--- config.mk ---
export PLATFORM = sky130hd
export DESIGN_NAME = instr_fetch_flat
export DESIGN_NICKNAME = d
export VERILOG_FILES = /design/src/rtl/fetch_pkg.sv /design/src/rtl/instr_fetch_if.sv /design/src/rtl/if_id_reg.sv /design/src/rtl/instr_fetch.sv /design/src/flat_wrapper.sv
export SDC_FILE = /design/constraint.sdc
export NUM_CORES = 1
export LEC_CHECK = 0
export BUFFER_PORTS_ARGS = -buffer_cell sky130_fd_sc_hd__buf_2
export CAP_MARGIN = 20
export CORE_ASPECT_RATIO = 1.25
export CORE_MARGIN = 4
export CORE_UTILIZATION = 49
export DETAILED_ROUTE_END_ITERATION = 8
export GPL_ROUTABILITY_DRIVEN = 0
export PLACE_DENSITY = 0.88
export SYNTH_ARGS = -nofsm -noshare
export SYNTH_HDL_FRONTEND = slang
export SYNTH_HIERARCHICAL = 1
export SYNTH_SLANG_ARGS = --single-unit
--- constraint.sdc ---
create_clock -name clk -period 2.31 [get_ports clk]
set_input_delay 0 -clock clk [delete_from_list [all_inputs] [get_ports clk]]
set_output_delay 0 -clock clk [all_outputs]
set_load 0.01 [all_outputs]
--- src/rtl/fetch_pkg.sv ---
`default_nettype none
// ============================================================================
// Module      : fetch_pkg
// Description : Shared constants and state type for the instruction fetch stage.
// Revision    : 1.0 - initial release
// ============================================================================
package fetch_pkg;

    localparam int          DEF_ADDR_W     = 8;
    localparam int          DEF_DATA_W     = 32;
    localparam logic [31:0] DEF_HALT_INSTR = 32'h0000_0073;
    localparam int          PC_INC         = 4;

    typedef enum logic [1:0] {
        ST_IDLE = 2'd0,
        ST_RUN  = 2'd1,
        ST_HALT = 2'd2
    } fetch_state_t;

endpackage
`default_nettype wire

--- src/rtl/instr_fetch_if.sv ---
`default_nettype none
// ============================================================================
// Module      : instr_fetch_if
// Description : Instruction-memory and decode-side bundle of the fetch stage.
// Revision    : 1.0 - initial release
// ============================================================================
interface instr_fetch_if
    import fetch_pkg::*;
#(
    parameter int ADDR_W = DEF_ADDR_W,
    parameter int DATA_W = DEF_DATA_W
);
    logic [ADDR_W-1:0] imem_addr;
    logic [DATA_W-1:0] imem_rdata;
    logic              id_valid;
    logic              id_ready;
    logic [DATA_W-1:0] id_instr;
    logic [ADDR_W-1:0] id_pc;
    logic [ADDR_W-1:0] id_pc_plus4;

    modport master (
        output imem_addr, id_valid, id_instr, id_pc, id_pc_plus4,
        input  imem_rdata, id_ready
    );

    modport slave (
        input  imem_addr, id_valid, id_instr, id_pc, id_pc_plus4,
        output imem_rdata, id_ready
    );
endinterface
`default_nettype wire

--- src/rtl/if_id_reg.sv ---
`default_nettype none
// ============================================================================
// Module      : if_id_reg
// Description : Valid/ready output register holding instr, pc and pc+4.
// Revision    : 1.0 - initial release
// ============================================================================
module if_id_reg
    import fetch_pkg::*;
#(
    parameter int ADDR_W = DEF_ADDR_W,
    parameter int DATA_W = DEF_DATA_W
) (
    input  wire logic              clk,
    input  wire logic              rst_n,
    input  wire logic              i_load,
    input  wire logic              i_flush,
    input  wire logic [DATA_W-1:0] i_instr,
    input  wire logic [ADDR_W-1:0] i_pc,
    output logic                   o_valid,
    output logic      [DATA_W-1:0] o_instr,
    output logic      [ADDR_W-1:0] o_pc,
    output logic      [ADDR_W-1:0] o_pc_plus4
);

    logic              r_valid;
    logic [DATA_W-1:0] r_instr;
    logic [ADDR_W-1:0] r_pc;
    logic [ADDR_W-1:0] r_pc_plus4;

    // Flush only drops valid; payload is don't-care until the next load.
    always_ff @(posedge clk or negedge rst_n) begin
        if (!rst_n) begin
            r_valid    <= 1'b0;
            r_instr    <= '0;
            r_pc       <= '0;
            r_pc_plus4 <= '0;
        end else if (i_flush) begin
            r_valid    <= 1'b0;
        end else if (i_load) begin
            r_valid    <= 1'b1;
            r_instr    <= i_instr;
            r_pc       <= i_pc;
            r_pc_plus4 <= i_pc + ADDR_W'(PC_INC);
        end
    end

    assign o_valid    = r_valid;
    assign o_instr    = r_instr;
    assign o_pc       = r_pc;
    assign o_pc_plus4 = r_pc_plus4;

endmodule
`default_nettype wire

--- src/rtl/instr_fetch.sv ---
`default_nettype none
// ============================================================================
// Module      : instr_fetch
// Description : Fetch stage: PC, imem addressing, redirect/flush, halt, count.
// Revision    : 1.0 - initial release
// ============================================================================
module instr_fetch
    import fetch_pkg::*;
#(
    parameter int                ADDR_W     = DEF_ADDR_W,
    parameter int                DATA_W     = DEF_DATA_W,
    parameter logic [ADDR_W-1:0] RESET_PC   = '0,
    parameter logic [DATA_W-1:0] HALT_INSTR = DEF_HALT_INSTR,
    parameter int                CNT_W      = 16
) (
    input  wire logic              clk,
    input  wire logic              rst_n,
    input  wire logic              start,
    input  wire logic              redirect_valid,
    input  wire logic [ADDR_W-1:0] redirect_target,
    instr_fetch_if.master          bus,
    output logic                   halted,
    output logic                   misalign_err,
    output logic      [CNT_W-1:0]  fetch_count
);

    fetch_state_t      r_state;
    fetch_state_t      w_state_nxt;
    logic [ADDR_W-1:0] r_pc;
    logic              r_misalign;
    logic [CNT_W-1:0]  r_count;

    logic              w_id_valid;
    logic              w_capture;
    logic              w_flush;
    logic              w_is_halt;

    assign w_is_halt = (bus.imem_rdata == HALT_INSTR);

    always_ff @(posedge clk or negedge rst_n) begin
        if (!rst_n) r_state <= ST_IDLE;
        else        r_state <= w_state_nxt;
    end

    // A redirect in IDLE only loads the PC; start is ignored that cycle.
    always_comb begin
        w_state_nxt = r_state;
        case (r_state)
            ST_IDLE: if (!redirect_valid && start)  w_state_nxt = ST_RUN;
            ST_RUN:  if (w_capture && w_is_halt)     w_state_nxt = ST_HALT;
            ST_HALT: if (redirect_valid)             w_state_nxt = ST_RUN;
            default:                                 w_state_nxt = ST_IDLE;
        endcase
    end

    always_comb begin
        w_capture = 1'b0;
        w_flush   = 1'b0;
        if (redirect_valid) begin
            w_flush = 1'b1;
        end else begin
            case (r_state)
                ST_RUN:  w_capture = !w_id_valid || bus.id_ready;
                default: w_flush   = w_id_valid && bus.id_ready;
            endcase
        end
    end

    always_ff @(posedge clk or negedge rst_n) begin
        if (!rst_n) begin
            r_pc       <= RESET_PC;
            r_misalign <= 1'b0;
            r_count    <= '0;
        end else begin
            if (redirect_valid) begin
                r_pc <= {redirect_target[ADDR_W-1:2], 2'b00};
                if (|redirect_target[1:0]) r_misalign <= 1'b1;
            end else if (w_capture) begin
                r_count <= r_count + 1'b1;
                if (!w_is_halt) r_pc <= r_pc + ADDR_W'(PC_INC);
            end
        end
    end

    if_id_reg #(
        .ADDR_W (ADDR_W),
        .DATA_W (DATA_W)
    ) u_if_id_reg (
        .clk        (clk),
        .rst_n      (rst_n),
        .i_load     (w_capture),
        .i_flush    (w_flush),
        .i_instr    (bus.imem_rdata),
        .i_pc       (r_pc),
        .o_valid    (w_id_valid),
        .o_instr    (bus.id_instr),
        .o_pc       (bus.id_pc),
        .o_pc_plus4 (bus.id_pc_plus4)
    );

    assign bus.id_valid  = w_id_valid;
    assign bus.imem_addr = r_pc;
    assign halted        = (r_state == ST_HALT);
    assign misalign_err  = r_misalign;
    assign fetch_count   = r_count;

endmodule
`default_nettype wire
--- src/flat_wrapper.sv ---
// flat-port wrapper written by rule: the top's interface ports become plain ports
module instr_fetch_flat import fetch_pkg::*;
#(
    parameter int                ADDR_W     = DEF_ADDR_W,
    parameter int                DATA_W     = DEF_DATA_W,
    parameter logic [ADDR_W-1:0] RESET_PC   = '0,
    parameter logic [DATA_W-1:0] HALT_INSTR = DEF_HALT_INSTR,
    parameter int                CNT_W      = 16
)
  (clk, rst_n, start, redirect_valid, redirect_target, halted, misalign_err, fetch_count, bus_imem_addr, bus_id_valid, bus_id_instr, bus_id_pc, bus_id_pc_plus4, bus_imem_rdata, bus_id_ready);
  instr_fetch_if #(.ADDR_W(ADDR_W), .DATA_W(DATA_W)) bus_i ();
  input  wire logic clk;
  input  wire logic rst_n;
  input  wire logic start;
  input  wire logic redirect_valid;
  input  wire logic [ADDR_W-1:0] redirect_target;
  output logic halted;
  output logic misalign_err;
  output logic      [CNT_W-1:0] fetch_count;
  output wire logic [$bits(bus_i.imem_addr)-1:0] bus_imem_addr;
  output wire logic [$bits(bus_i.id_valid)-1:0] bus_id_valid;
  output wire logic [$bits(bus_i.id_instr)-1:0] bus_id_instr;
  output wire logic [$bits(bus_i.id_pc)-1:0] bus_id_pc;
  output wire logic [$bits(bus_i.id_pc_plus4)-1:0] bus_id_pc_plus4;
  input wire logic [$bits(bus_i.imem_rdata)-1:0] bus_imem_rdata;
  input wire logic [$bits(bus_i.id_ready)-1:0] bus_id_ready;
  assign bus_imem_addr = bus_i.imem_addr;
  assign bus_id_valid = bus_i.id_valid;
  assign bus_id_instr = bus_i.id_instr;
  assign bus_id_pc = bus_i.id_pc;
  assign bus_id_pc_plus4 = bus_i.id_pc_plus4;
  assign bus_i.imem_rdata = bus_imem_rdata;
  assign bus_i.id_ready = bus_id_ready;
  instr_fetch #(.ADDR_W(ADDR_W), .DATA_W(DATA_W), .RESET_PC(RESET_PC), .HALT_INSTR(HALT_INSTR), .CNT_W(CNT_W)) u_core (.clk(clk), .rst_n(rst_n), .start(start), .redirect_valid(redirect_valid), .redirect_target(redirect_target), .bus(bus_i), .halted(halted), .misalign_err(misalign_err), .fetch_count(fetch_count));
endmodule
-- Word level (Yosys, flattened, before mapping)
Index checks and enable logic that the tools add are counted.
- mux-type cells: 13
- reductions and logical operators: 15
- eq/ne operators: 7
- bitwise operators: 2
- $add $sub $neg: 2
- operator list (kind ; number):
    $eq 32x7->1 const B ; 1
    $mux 8 ; 3
    $add 16x1->16 const B ; 1
    $add 8x3->8 const B ; 1
    $reduce_and 2->1 ; 4
    $mux 1 ; 6
    $mux 2 ; 3
    $pmux 2 s3 ; 1
    $ne 2x1->1 const B ; 2
    $ne 2x2->1 const B ; 2
    $reduce_bool 2->1 ; 2
    $logic_and 1x1->1 ; 3
    $reduce_and 3->1 ; 1
    $eq 2x1->1 const B ; 1
    $eq 2x2->1 const B ; 1
    $logic_not 1->1 ; 2
    $logic_not 2->1 ; 1
    $not 1->1 ; 2
    $reduce_or 2->1 ; 1
    $logic_or 1x1->1 ; 1
- output and inout bits: 75
- bits of input ports: 45
- word-level logic and storage cells: 47
- register bits: 76

-- Logic depth before layout (Yosys ltp)
Gate-level depths: netlist (run 1).
- word-level depth: 7
- mapped depth: 8
- depth with buffers taken out: 5

-- Cells and area by module
The synthesis (run 1) kept the hierarchy.
- by module, submodules not included (module ; cells an instance ; sequential area each (um^2) ; area an instance (um^2) ; instances):
    if_id_reg ; 206 ; 1176.1 ; 1838.0 ; 1
    instr_fetch ; 151 ; 625.6 ; 1460.2 ; 1

-- Worst setup path before layout (run 1)
Ideal clock, no wire load.
- kind: reg-to-reg
- start: register u_core.r_state[1]
- end: register u_core.u_if_id_reg.r_instr[10], in the netlist u_core/u_if_id_reg/o_instr[10]
- clock period less this slack: 1.623 ns
- data arrival time: 1.507 ns
- buffers on the path: 2
- slack: 0.687 ns
- cell stages (with the launch flop): 8
- setup time: 0.117 ns
- path through: dfrtp_1 nand2b_1 nor3_2 nand2b_1 buf_2 buf_4 nand2_1 nand2_1
- RTL lines (what ; line ; text):
    from (decl) ; instr_fetch.sv:27 ; fetch_state_t r_state;
    from (signal assigned) ; instr_fetch.sv:42 ; else r_state <= w_state_nxt;
    $eq 2x1->1 ; instr_fetch.sv:62 ; case (r_state)
    $mux 1 ; instr_fetch.sv:62 ;
    $mux 1 ; instr_fetch.sv:59 ; if (redirect_valid) begin
    via u_core.w_capture ; instr_fetch.sv:34 ; logic w_capture;
    $reduce_and 2->1 (no line) ; - ;
    to (signal assigned) ; if_id_reg.sv:41 ; r_instr <= i_instr;
    to (decl) ; if_id_reg.sv:26 ; logic [DATA_W-1:0] r_instr;
The timed path passes the listed nets, and every way through them passes these cells.
A chain may end at the register's enable or synchronous reset.

-- Final worst setup path (run 1)
- start: register u_core.r_state[1]
- end: register u_core.u_if_id_reg.r_pc[5], in the netlist u_core/u_if_id_reg/o_pc[5]
- word-level cells in the longest chain between the ends: 5
- ends and longest elaborated chain (what ; line ; text):
    $eq 2x1->1 ; instr_fetch.sv:62 ;
    $mux 1 ; instr_fetch.sv:62 ;
    $mux 1 ; instr_fetch.sv:59 ;
    via u_core.w_flush ; instr_fetch.sv:35 ; logic w_flush;
    $not 1->1 (no line) ; - ;
    $reduce_and 2->1 (no line) ; - ;
    to (signal assigned) ; if_id_reg.sv:42 ; r_pc <= i_pc;
    to (decl) ; if_id_reg.sv:27 ; logic [ADDR_W-1:0] r_pc;
The timed path passes the listed nets, and every way through them passes these cells.

==> results of run 1 <==
==> per-stage QoR <==
stage                     utilization (%)  instance area, µm²  hold WS (ps)  worst slack [ps]  std cells
after floorplan                         -                3310          -296               687        360
after global placement               60.2                3960           168               341        549
after detailed placement             60.2                3960           182               254        549
after CTS                            70.2                4610          11.7               247        606
after global routing                 70.2                4610          56.8               136        606
final                                70.2                4610          29.8               240        606
==> synthesized netlist by cell type, types with 2 or more instances <==
cell type	instances	share of area (%)
xor2_1	9	2.4
buf_4	6	1.4
nand2b_1	4	0.76
nand4_1	8	1.5
nand2_1	146	17
a21boi_0	2	0.46
and3_1	2	0.38
a2111o_1	2	0.68
o211ai_1	9	2.0
nor2b_1	3	0.57
buf_2	8	1.2
dfrtp_1	72	55
xnor2_1	9	2.4
and4_1	4	1.1
and2_1	2	0.38
o21ai_0	7	1.1
nor4_2	2	0.76
nor3_1	3	0.46
nor4bb_1	2	0.61
nor4_1	9	1.7
a21oi_1	3	0.46
inv_1	3	0.34
ha_1	3	1.1
nand3_1	8	1.2
nor2_1	9	1.0
a31oi_1	2	0.38
clkbuf_1	5	0.57
==> critical path: cells and delay by family, from the launching register on <==
kind / cells / cell delay, ps
and+or+nand+nor: 4 / 880
buffers and inverters: 1 / 290
AOI/OAI and AO/OA: 1 / 430
DFF: 1 / 410
==> layout make-up <==
type,count,area [µm²],share of cell area [%]
timing repair buffer,162,1040,22.6
inverter,4,15.0,0.326
multi-input combinational,265,1400,30.4
tap,87,109,2.36
sequential,72,1800,39.1
clock buffer,12,165,3.59
clock inverter,4,75.1,1.63
==> flip-flops by register name, indices dropped and copies added, names as in the netlist <==
| signal | flops |
|---|---|
| u_core/u_if_id_reg/o_pc | 8 |
| u_core/fetch_count | 16 |
| u_core/r_state | 2 |
| u_core/u_if_id_reg/o_valid | 1 |
| u_core/bus.imem_addr | 6 |
| u_core/u_if_id_reg/o_instr | 32 |
| u_core/misalign_err | 1 |
| u_core/u_if_id_reg/o_pc_plus4 | 6 |
==> cells by family (layout without fill, tap and decap cells) <==
group | after synthesis | after routing | share of synthesized area, %
other | 1 | 4 | 0.114
AO/OA/AOI/OAI | 29 | 29 | 6.07
adder cells (fa/ha/maj) | 3 | 3 | 1.14
AND/OR/NAND/NOR | 210 | 210 | 29.3
buffers and inverters | 23 | 182 | 3.60
XOR/XNOR | 18 | 18 | 4.78
flip-flops | 72 | 72 | 54.6
multiplexers | 1 | 1 | 0.341
==> path summary, 6_finish.rpt <==
check	endpoint	slack (ps)	cells after the start
max	u_core/u_if_id_reg/o_pc[5]	240	6
min	u_core/r_state[1]	30	2
max reg2reg	u_core/u_if_id_reg/o_pc[5]	240	6
min reg2reg	u_core/fetch_count[15]	470	1
max in group asynchronous	u_core/bus.imem_addr[5]	1400	2
min in group asynchronous	u_core/fetch_count[14]	340	2
==> per-layer routing <==
| metal | part of all wire, % | track usage (%) | wire length, µm |
|---|---|---|---|
| met1 | 40 | 27.8 | 3670 |
| met2 | 52 | 40.7 | 4840 |
| met3 | 6.1 | 3.99 | 567 |
| met4 | 2.0 | 10.1 | 186 |
| met5 | 0 | 0 | 0 |
==> power breakdown <==
| part | switching, mW | internal, mW | total, mW |
|---|---|---|---|
| clock network | 0.458 | 0.697 | 1.15 |
| registers | 0.207 | 1.48 | 1.69 |
| logic | 0.506 | 0.398 | 0.903 |
| total | 1.17 | 2.58 | 3.75 |
==> out/metrics.csv, run 1 <==
stage,metric,value,unit
cts,# resized after CTS,0,
placement,IO Port Bufs,117,
synth,Mapped Area,0.00330,mm²
sta,count of pins over their slew limit,0,
synth,predominant post-synthesis flop cell,dfrtp_1,
sta,Worst-Margin Slew,888,ps
sta,crit path time final,2070,ps
finish,"commonest non-fill, non-tap cell in the layout",nand2_1,
finish,share of cells above drive strength 1,28.5,%
sta,final setup vio count,0,
synth,#FFs+latches synth,72,
die,row count,33,
min_path,HP Class,primary input to flop,
power,static leakage,2.39,nW
global_route,initial antenna violation count,0,
routing,Initial DRT Pass Iterations,4,
flow_run,Max Cap Violations,0,
cts,worst skew pair latency,340,ps
sta,Tcrit/Tclk final,89.6,%
routing,DR vias,3108,
synth,Netlist cell types,42,
setup_path,WS Path Type,flop to flop,
setup_path,CP max stage cell,nand2b_2,
cts,Bufs on Longest Clock Path,2,
global_route,pin count of the biggest net entering global routing,73,
finish,Antenna Cells,0,
routing,Total Wirelength,9.26,mm
synth,Synth Area per Inst,9.24,µm²
cts,H-tree depth,3,
power,Max rail drop VDD,0.421,mV
sta,Fin Clk Skew,7.54,ps
die,I/O pin cnt,120,
placement,post-DP HPWL,6.06,mm
sta,Final Hold Viols,0,
sta,RSZ-0062 raised after global routing,false,
cts,CTS root buf,clkbuf_8,
routing,vias per cell,5.13,
finish,Final Net Count,562,
synth,async set-reset flop share out of synthesis,100,%
die,total core area,0.00657,mm²
setup_path,"critical path fanouts, max",20,
status,outcome,completed,
setup_path,arrival time worst endpoint,2350,ps
sta,FMAX,483,MHz
setup_path,Most Frequent Cell on Critical Path,nand2_1,
setup_path,"slowest stage delay, CP",440,ps
synth,sequential area share after synthesis,54.6,%
routing,Wirelength per Cell,15.3,µm
cts,total CTS buffers,9,
cts,"Reg clk slew, reported paths",80,ps
die,Starting Density,50.2,%
min_path,min-delay src,redirect_valid,
global_route,first-pass GRT wire length,14.7,mm
synth,Yosys warning count,6,
cts,hold buffer count at CTS,41,
setup_path,worst setup path start,u_core/r_state[1],
finish,Area Growth Syn to Fin,39.6,%
setup_path,R2R Path Start,u_core/r_state[1],
setup_path,Worst Path Required,2590,ps
power,pwr dens,814,mW/mm²
power,Tot Pwr,3.75,mW
cts,TritonCTS clock tree,done,
cts,clock sinks,72,
global_route,vias in the first global route,3112,
global_route,gr ovfl total,0,
setup_path,crit end category,flop,
sta,Worst slew margin,40.8,%
die,DIE HEIGHT,99.7,µm
sta,Sum Neg Setup Slack,0,ps
global_route,Total GRT Usage,23.4,%
finish,most frequent cells in the layout,"nand2_1 (146), buf_2 (116), dfrtp_1 (72), dlygate4sd3_1 (41), clkbuf_8 (12)",
routing,initial drt markers,183,
setup_path,Startpoint Class,flop,
die,Die Span X,81.4,µm
die,die area,0.00812,mm²
synth,number of synthesized flops with an enable pin,0,
setup_path,CP cell instances,"and2b_2, o21ai_0, nand2b_2, buf_4, nand2_1, nand2_1",
routing,DRC viols,0,
routing,Post-DRT Antenna Nets,0,
cts,Post-CTS Setup Inserts,0,
finish,Fillers,486,
synth,Post-Synthesis Cells,357,
(Power assumes the default switching activity.)
==> run 2, diff against run 1 <==
- clock period: 2.31 -> 2 ns (I/O delays scaled with it)
==> run 2 against run 1 <==
  * Wire length is 1.5% higher
  * Register-to-register slack better by 110 ps
  * Die area stayed put
  * Clock skew is 1.3 ps lower
  * Global-route usage is 0.38 points higher
  * Flip-flop and latch count stayed put
  * Worst hold slack better by 5.6 ps
  * Sequential share of layout area is 0.41 points lower
  * First-iteration DRC count is 13% lower
  * Via count is 1.9% higher
  * Clock-buffer cell count is 1 lower
  * Utilization is 0.74 points higher
==> out/metrics.csv, run 2 (synthesis results as in run 1) <==
stage,metric,value,unit,change
sta,FMAX,560,MHz,
finish,most frequent cells in the layout,"nand2_1 (146), buf_2 (116), dfrtp_1 (72), dlygate4sd3_1 (41), clkbuf_8 (10)",,
setup_path,Startpoint Class,primary input,,
setup_path,R2R Path Start,u_core/r_state[1],,
die,row count,33,,unchanged
setup_path,"reg-to-reg slack, setup",350,ps,+110 ps
sta,final setup vio count,0,,unchanged
global_route,pin count of the biggest net entering global routing,73,,unchanged
cts,CTS root buf,clkbuf_8,,
power,total internal power,3.17,mW,+23%
power,Max rail drop VDD,0.648,mV,+54%
flow_run,Max Cap Violations,0,,unchanged
sta,Min Hold Slack,35.4,ps,+5.65 ps
sta,Final WS setup,213,ps,-26.3 ps
finish,share of cells above drive strength 1,28.5,%,-0.055 points
setup_path,CP max stage cell,dlygate4sd3_1,,
setup_path,"critical path fanouts, max",9,,-55%
finish,"commonest non-fill, non-tap cell in the layout",nand2_1,,
placement,post-DP HPWL,6.04,mm,-0.27%
routing,DRC viols,0,,unchanged
finish,Final Net Count,563,,+0.18%
die,Starting Density,50.2,%,unchanged
cts,"Reg clk slew, reported paths",70,ps,about the same
setup_path,WS Path Type,primary input to flop,,
setup_path,worst setup path start,bus_imem_rdata[19],,
global_route,vias in the first global route,3120,,+0.26%
sta,crit path time final,1790,ps,
die,I/O pin cnt,120,,unchanged
routing,Initial DRT Pass Iterations,5,,+1
sta,Fin Clk Skew,6.20,ps,-1.34 ps
cts,Post-CTS Setup Inserts,0,,unchanged
setup_path,"slowest stage delay, CP",560,ps,+120 ps
routing,Post-DRT Antenna Nets,0,,unchanged
routing,Wirelength per Cell,15.5,µm,+1.4%
setup_path,CP cell instances,"dlygate4sd3_1, buf_2, nor4_1, and4_1, a21boi_0, o211ai_1",,
sta,Sum Neg Setup Slack,0,ps,unchanged
power,Gate power share,23.3,%,-0.8 points
routing,DR vias,3167,,+1.9%
sta,Tcrit/Tclk final,89.3,%,
sta,Worst-Margin Slew,884,ps,-4.71 ps
power,P_sw,1.37,mW,+17%
cts,Bufs on Longest Clock Path,2,,unchanged
power,switch share,30.2,%,-1.1 points
min_path,HP Class,primary input to flop,,
setup_path,Worst Reg-to-Reg Cells,6,,unchanged
placement,dpl ws,355,ps,+102 ps
cts,worst skew pair latency,340,ps,about the same
setup_path,Worst Path Required,2240,ps,-350 ps
die,DIE HEIGHT,99.7,µm,unchanged
cts,TritonCTS clock tree,done,,
status,outcome,completed,,
setup_path,RR Endpoint,u_core/u_if_id_reg/o_pc_plus4[7],,
sta,Worst slew margin,41.1,%,+0.31 points
placement,IO Port Bufs,117,,unchanged
sta,Final Hold Viols,0,,unchanged
power,pwr dens,974,mW/mm²,+20%
global_route,gr ovfl total,0,,unchanged
finish,Area Growth Syn to Fin,41.1,%,
finish,Antenna Cells,0,,unchanged
cts,clock sinks,72,,unchanged
power,static leakage,2.41,nW,+1.1%
die,total core area,0.00657,mm²,unchanged
sta,RSZ-0062 raised after global routing,false,,
power,Tot Pwr,4.53,mW,+21%
cts,H-tree depth,3,,unchanged
setup_path,arrival time worst endpoint,2030,ps,-320 ps
setup_path,crit end category,flop,,
setup_path,worst setup path endpoint,u_core/bus.imem_addr[5],,
global_route,first-pass GRT wire length,14.8,mm,+0.75%
die,Die Span X,81.4,µm,unchanged
finish,max reg flops,32,,unchanged
routing,initial drt markers,159,,-13%
die,die area,0.00812,mm²,unchanged
global_route,initial antenna violation count,0,,unchanged
power,clock power share,33.8,%,+3.0 points
routing,Total Wirelength,9.40,mm,+1.5%
routing,vias per cell,5.22,,+1.7%
global_route,Total GRT Usage,23.7,%,+0.38 points
sta,count of pins over their slew limit,0,,unchanged
cts,total CTS buffers,9,,unchanged
power,Seq pwr share,43.0,%,-2.1 points
-- run 2: timing repair --
action	in CTS	in global routing
resized for setup	0	0
endpoints found under the hold margin	111	0
hold buffers	41	0
-- run 2: worst max-delay path, delay by kind of cell --
kind                   cells  cell delay (ps)
buffers and inverters      2              700
AND/OR/NAND/NOR            2              940
AO/OA/AOI/OAI              2              380
-- run 2: stage by stage --
stage	instance area [µm²]	utilization [%]	std cells
final	4650	70.9	607
after global routing	4650	70.9	607
after CTS	4650	70.9	607
after detailed placement	3980	60.5	550
after global placement	3980	60.5	550
after floorplan	3310	-	360
-- run 2: how the worst min path moves through the flow --
stage | from | to | slack [ps] | depth (start not counted)
2_1_floorplan | rst_n | u_core/bus.imem_addr[2] | -300 | 0
3_3_place_gp | rst_n | u_core/fetch_count[4] | 170 | 1
3_5_place_dp | rst_n | u_core/fetch_count[7] | 180 | 1
4_1_cts | redirect_valid | u_core/r_state[1] | 20 | 2
5_1_grt | redirect_valid | u_core/r_state[1] | 50 | 2
6_report | redirect_valid | u_core/r_state[1] | 40 | 2
-- run 2: cell type report --
| class | instances | area [µm²] |
|---|---|---|
| clock buffer | 11 | 141 |
| clock inverter | 5 | 128 |
| fill | 481 | 1910 |
| inverter | 4 | 15.0 |
| multi-input combinational | 265 | 1400 |
| sequential | 72 | 1800 |
| tap | 87 | 109 |
| timing repair buffer | 163 | 1060 |
-- run 2: power groups by stage --
| stage | Sequential (mW) | Combinational [mW] | Clock (mW) |
|---|---|---|---|
| 2_1_floorplan | 2.05 | 0.425 | 0 |
| 3_3_place_gp | 1.96 | 0.950 | 0 |
| 3_5_place_dp | 1.97 | 0.984 | 0 |
| 4_1_cts | 1.95 | 1.05 | 1.56 |
| 5_1_grt | 1.99 | 1.16 | 1.62 |
| 6_report | 1.95 | 1.05 | 1.53 |
-- run 2: metal layers --
layer  GRT usage, %  share of wire, %
met2           41.3                52
met1           27.6                39
met3           4.35               6.7
met5              0                 0
met4           11.3               2.6
==> run 3, diff against run 2 <==
--- a/config.mk
+++ b/config.mk
@@ -6,4 +6,5 @@
 export NUM_CORES = 1
 export LEC_CHECK = 0
+export ABC_AREA = 0
 export BUFFER_PORTS_ARGS = -buffer_cell sky130_fd_sc_hd__buf_2
 export CAP_MARGIN = 20
==> constraint.sdc (replaced) <==
create_clock -name clk -period 2 [get_ports clk]
set_input_delay 0.4 -clock clk [delete_from_list [all_inputs] [get_ports clk]]
set_output_delay 0.4 -clock clk [all_outputs]
set_load 0.01 [all_outputs]
==> run 3 against run 2 <==
  * Worst hold slack got worse by 12 ps
  * Worst setup slack got worse by 120 ps
  * First-iteration DRC count fell by 38%
  * Power fell by 13%
  * Utilization fell by 6.9 points
  * Sequential share of layout area rose by 4.2 points
  * Cell area fell by 9.7%
  * Flip-flop and latch count did not move
  * Critical path depth fell by 1
  * Largest power group unchanged
  * Highest routed layer unchanged
==> out/metrics.csv, run 3 (synthesis results as in run 1) <==
stage,metric,value,unit,change
status,outcome,completed,,
power,P_sw,1.30,mW,-4.6%
finish,Antenna Cells,0,,unchanged
placement,"Cell Area, Placed",0.00403,mm²,+1.4%
sta,crit path time final,1910,ps,+121 ps
power,Seq pwr share,48.9,%,+5.9 points
sta,Worst-Margin Slew,546,ps,-337 ps
cts,hold buffer count at CTS,0,,-100%
die,row count,33,,unchanged
sta,Tcrit/Tclk final,95.4,%,+6.0 points
power,Max rail drop VDD,0.448,mV,-31%
finish,most frequent cells in the layout,"nand2_1 (146), buf_2 (116), dfrtp_1 (72), clkbuf_8 (11)",,
sta,FMAX,524,MHz,-6.3%
routing,DRC viols,0,,unchanged
sta,Final WS setup,92.4,ps,-121 ps
placement,post-DP HPWL,6.22,mm,+3.0%
global_route,pin count of the biggest net entering global routing,50,,-32%
routing,DR vias,2926,,-7.6%
sta,RSZ-0062 raised after global routing,false,,
die,Die Span X,81.4,µm,unchanged
die,DIE HEIGHT,99.7,µm,unchanged
sta,Fin Clk Skew,3.74,ps,-2.46 ps
die,die area,0.00812,mm²,unchanged
cts,clock sinks,72,,unchanged
finish,Final Net Count,526,,-6.6%
routing,Post-DRT Antenna Nets,0,,unchanged
finish,Finished Cell Area,0.00420,mm²,-9.7%
die,Starting Density,50.2,%,unchanged
die,I/O pin cnt,120,,unchanged
cts,total CTS buffers,9,,unchanged
global_route,gr ovfl total,0,,unchanged
finish,Area Growth Syn to Fin,27.4,%,
setup_path,arrival time worst endpoint,2110,ps,+80 ps
power,pwr dens,940,mW/mm²,-3.5%
global_route,Total GRT Usage,21.3,%,-2.4 points
cts,# resized after CTS,0,,unchanged
global_route,initial antenna violation count,0,,unchanged
finish,share of cells above drive strength 1,31.3,%,+2.9 points
die,total core area,0.00657,mm²,unchanged
setup_path,WS Path Type,flop to flop,,
placement,Inst Count DP,554,,+0.73%
cts,Post-CTS Setup Inserts,0,,unchanged
cts,worst skew pair latency,330,ps,about the same
placement,dpl ws,137,ps,-218 ps
power,total internal power,2.65,mW,-16%
power,static leakage,2.23,nW,-7.6%
finish,fin cells,569,,-6.3%
placement,IO Port Bufs,117,,unchanged
sta,final setup vio count,0,,unchanged
cts,TritonCTS clock tree,done,,
cts,H-tree depth,3,,unchanged
sta,count of pins over their slew limit,0,,unchanged
setup_path,crit end category,flop,,
routing,Initial DRT Pass Iterations,4,,-1
power,clock power share,25.8,%,-8.0 points
global_route,vias in the first global route,2952,,-5.4%
routing,Total Wirelength,8.40,mm,-11%
sta,Worst slew margin,63.2,%,+22 points
power,Tot Pwr,3.95,mW,-13%
global_route,first-pass GRT wire length,13.4,mm,-9.6%
routing,initial drt markers,98,,-38%
power,switch share,33.0,%,+2.8 points
cts,Bufs on Longest Clock Path,2,,unchanged
sta,Sum Neg Setup Slack,0,ps,unchanged
finish,"commonest non-fill, non-tap cell in the layout",nand2_1,,
routing,vias per cell,5.14,,-1.4%
finish,max reg flops,32,,unchanged
cts,CTS root buf,clkbuf_8,,
min_path,HP Class,primary input to asynchronous set/reset pin,,
cts,"Reg clk slew, reported paths",70,ps,about the same
setup_path,"critical path fanouts, max",49,,+40
setup_path,Worst Path Required,2200,ps,-40 ps
setup_path,Startpoint Class,flop,,
flow_run,Max Cap Violations,0,,unchanged
routing,Wirelength per Cell,14.8,µm,-4.7%
sta,Final Hold Viols,0,,unchanged
power,Gate power share,25.3,%,+2.0 points
[run 3: cell types whose count changed in the layout (fill, tap and decap cells not counted), sizes merged]
cell and change:
buf +4, bufinv -4, clkbuf +1, clkinv +2
dlygate4sd3 -41
[run 3: path summary, 6_finish.rpt]
| path | from | slack, ps | cells past startpoint | to |
|---|---|---|---|---|
| max | u_core/r_state[1] | 90 | 5 | u_core/u_if_id_reg/o_pc_plus4[6] |
| min | rst_n | 20 | 1 | u_core/fetch_count[6] |
| max reg2reg | u_core/r_state[1] | 90 | 5 | u_core/u_if_id_reg/o_pc_plus4[6] |
| min reg2reg | u_core/misalign_err | 470 | 1 | u_core/misalign_err |
| max in group asynchronous | rst_n | 1420 | 2 | u_core/u_if_id_reg/o_pc_plus4[5] |
| min in group clk | bus_imem_rdata[4] | 260 | 3 | u_core/u_if_id_reg/o_instr[4] |
[run 3: per-stage QoR]
stage / hold slack [ps] / util (%)
after global placement: 390 / 61.4
after detailed placement: 396 / 61.4
after global routing: 49.0 / 64.0
after floorplan: 104 / -
after CTS: 23.6 / 64.0
final: 23.6 / 64.0
[run 3: final cells by class]
type	count	area, µm²
clock inverters	3	17.5
flip-flops and latches	72	1800
fillers	563	2360
multi-input cells	265	1400
clock buffers	12	155
well taps	87	109
repair buffers	126	706
inverters	4	15.0
[run 3: worst max-delay path, cell delays in order, from the launching register on]
cell and delay (ps):
dfrtp_1 420, and2b_2 280, o21ai_0 470, nand2b_2 250
buf_12 220, o21ai_0 140
[run 3: power by group through the flow]
| stage | Sequential [mW] | Clock [mW] | Combinational, mW |
|---|---|---|---|
| final | 1.93 | 1.02 | 0.999 |
| after global routing | 1.97 | 1.11 | 1.11 |
| after CTS | 1.93 | 1.04 | 1.01 |
| after global placement | 1.95 | 0 | 0.975 |
| after floorplan | 2.05 | 0 | 0.425 |
| after detailed placement | 1.95 | 0 | 1.01 |
[run 3: layer usage]
metal  part of all wire (%)  wire, µm  global-route usage [%]  up-vias
met5                      0         0                       0        -
met4                    1.4       118                    9.10        0
met3                    6.7       563                    4.35       10
met2                     51      4250                    37.1       88
met1                     41      3460                    25.1     1403
li1                       -         -                       -     1425
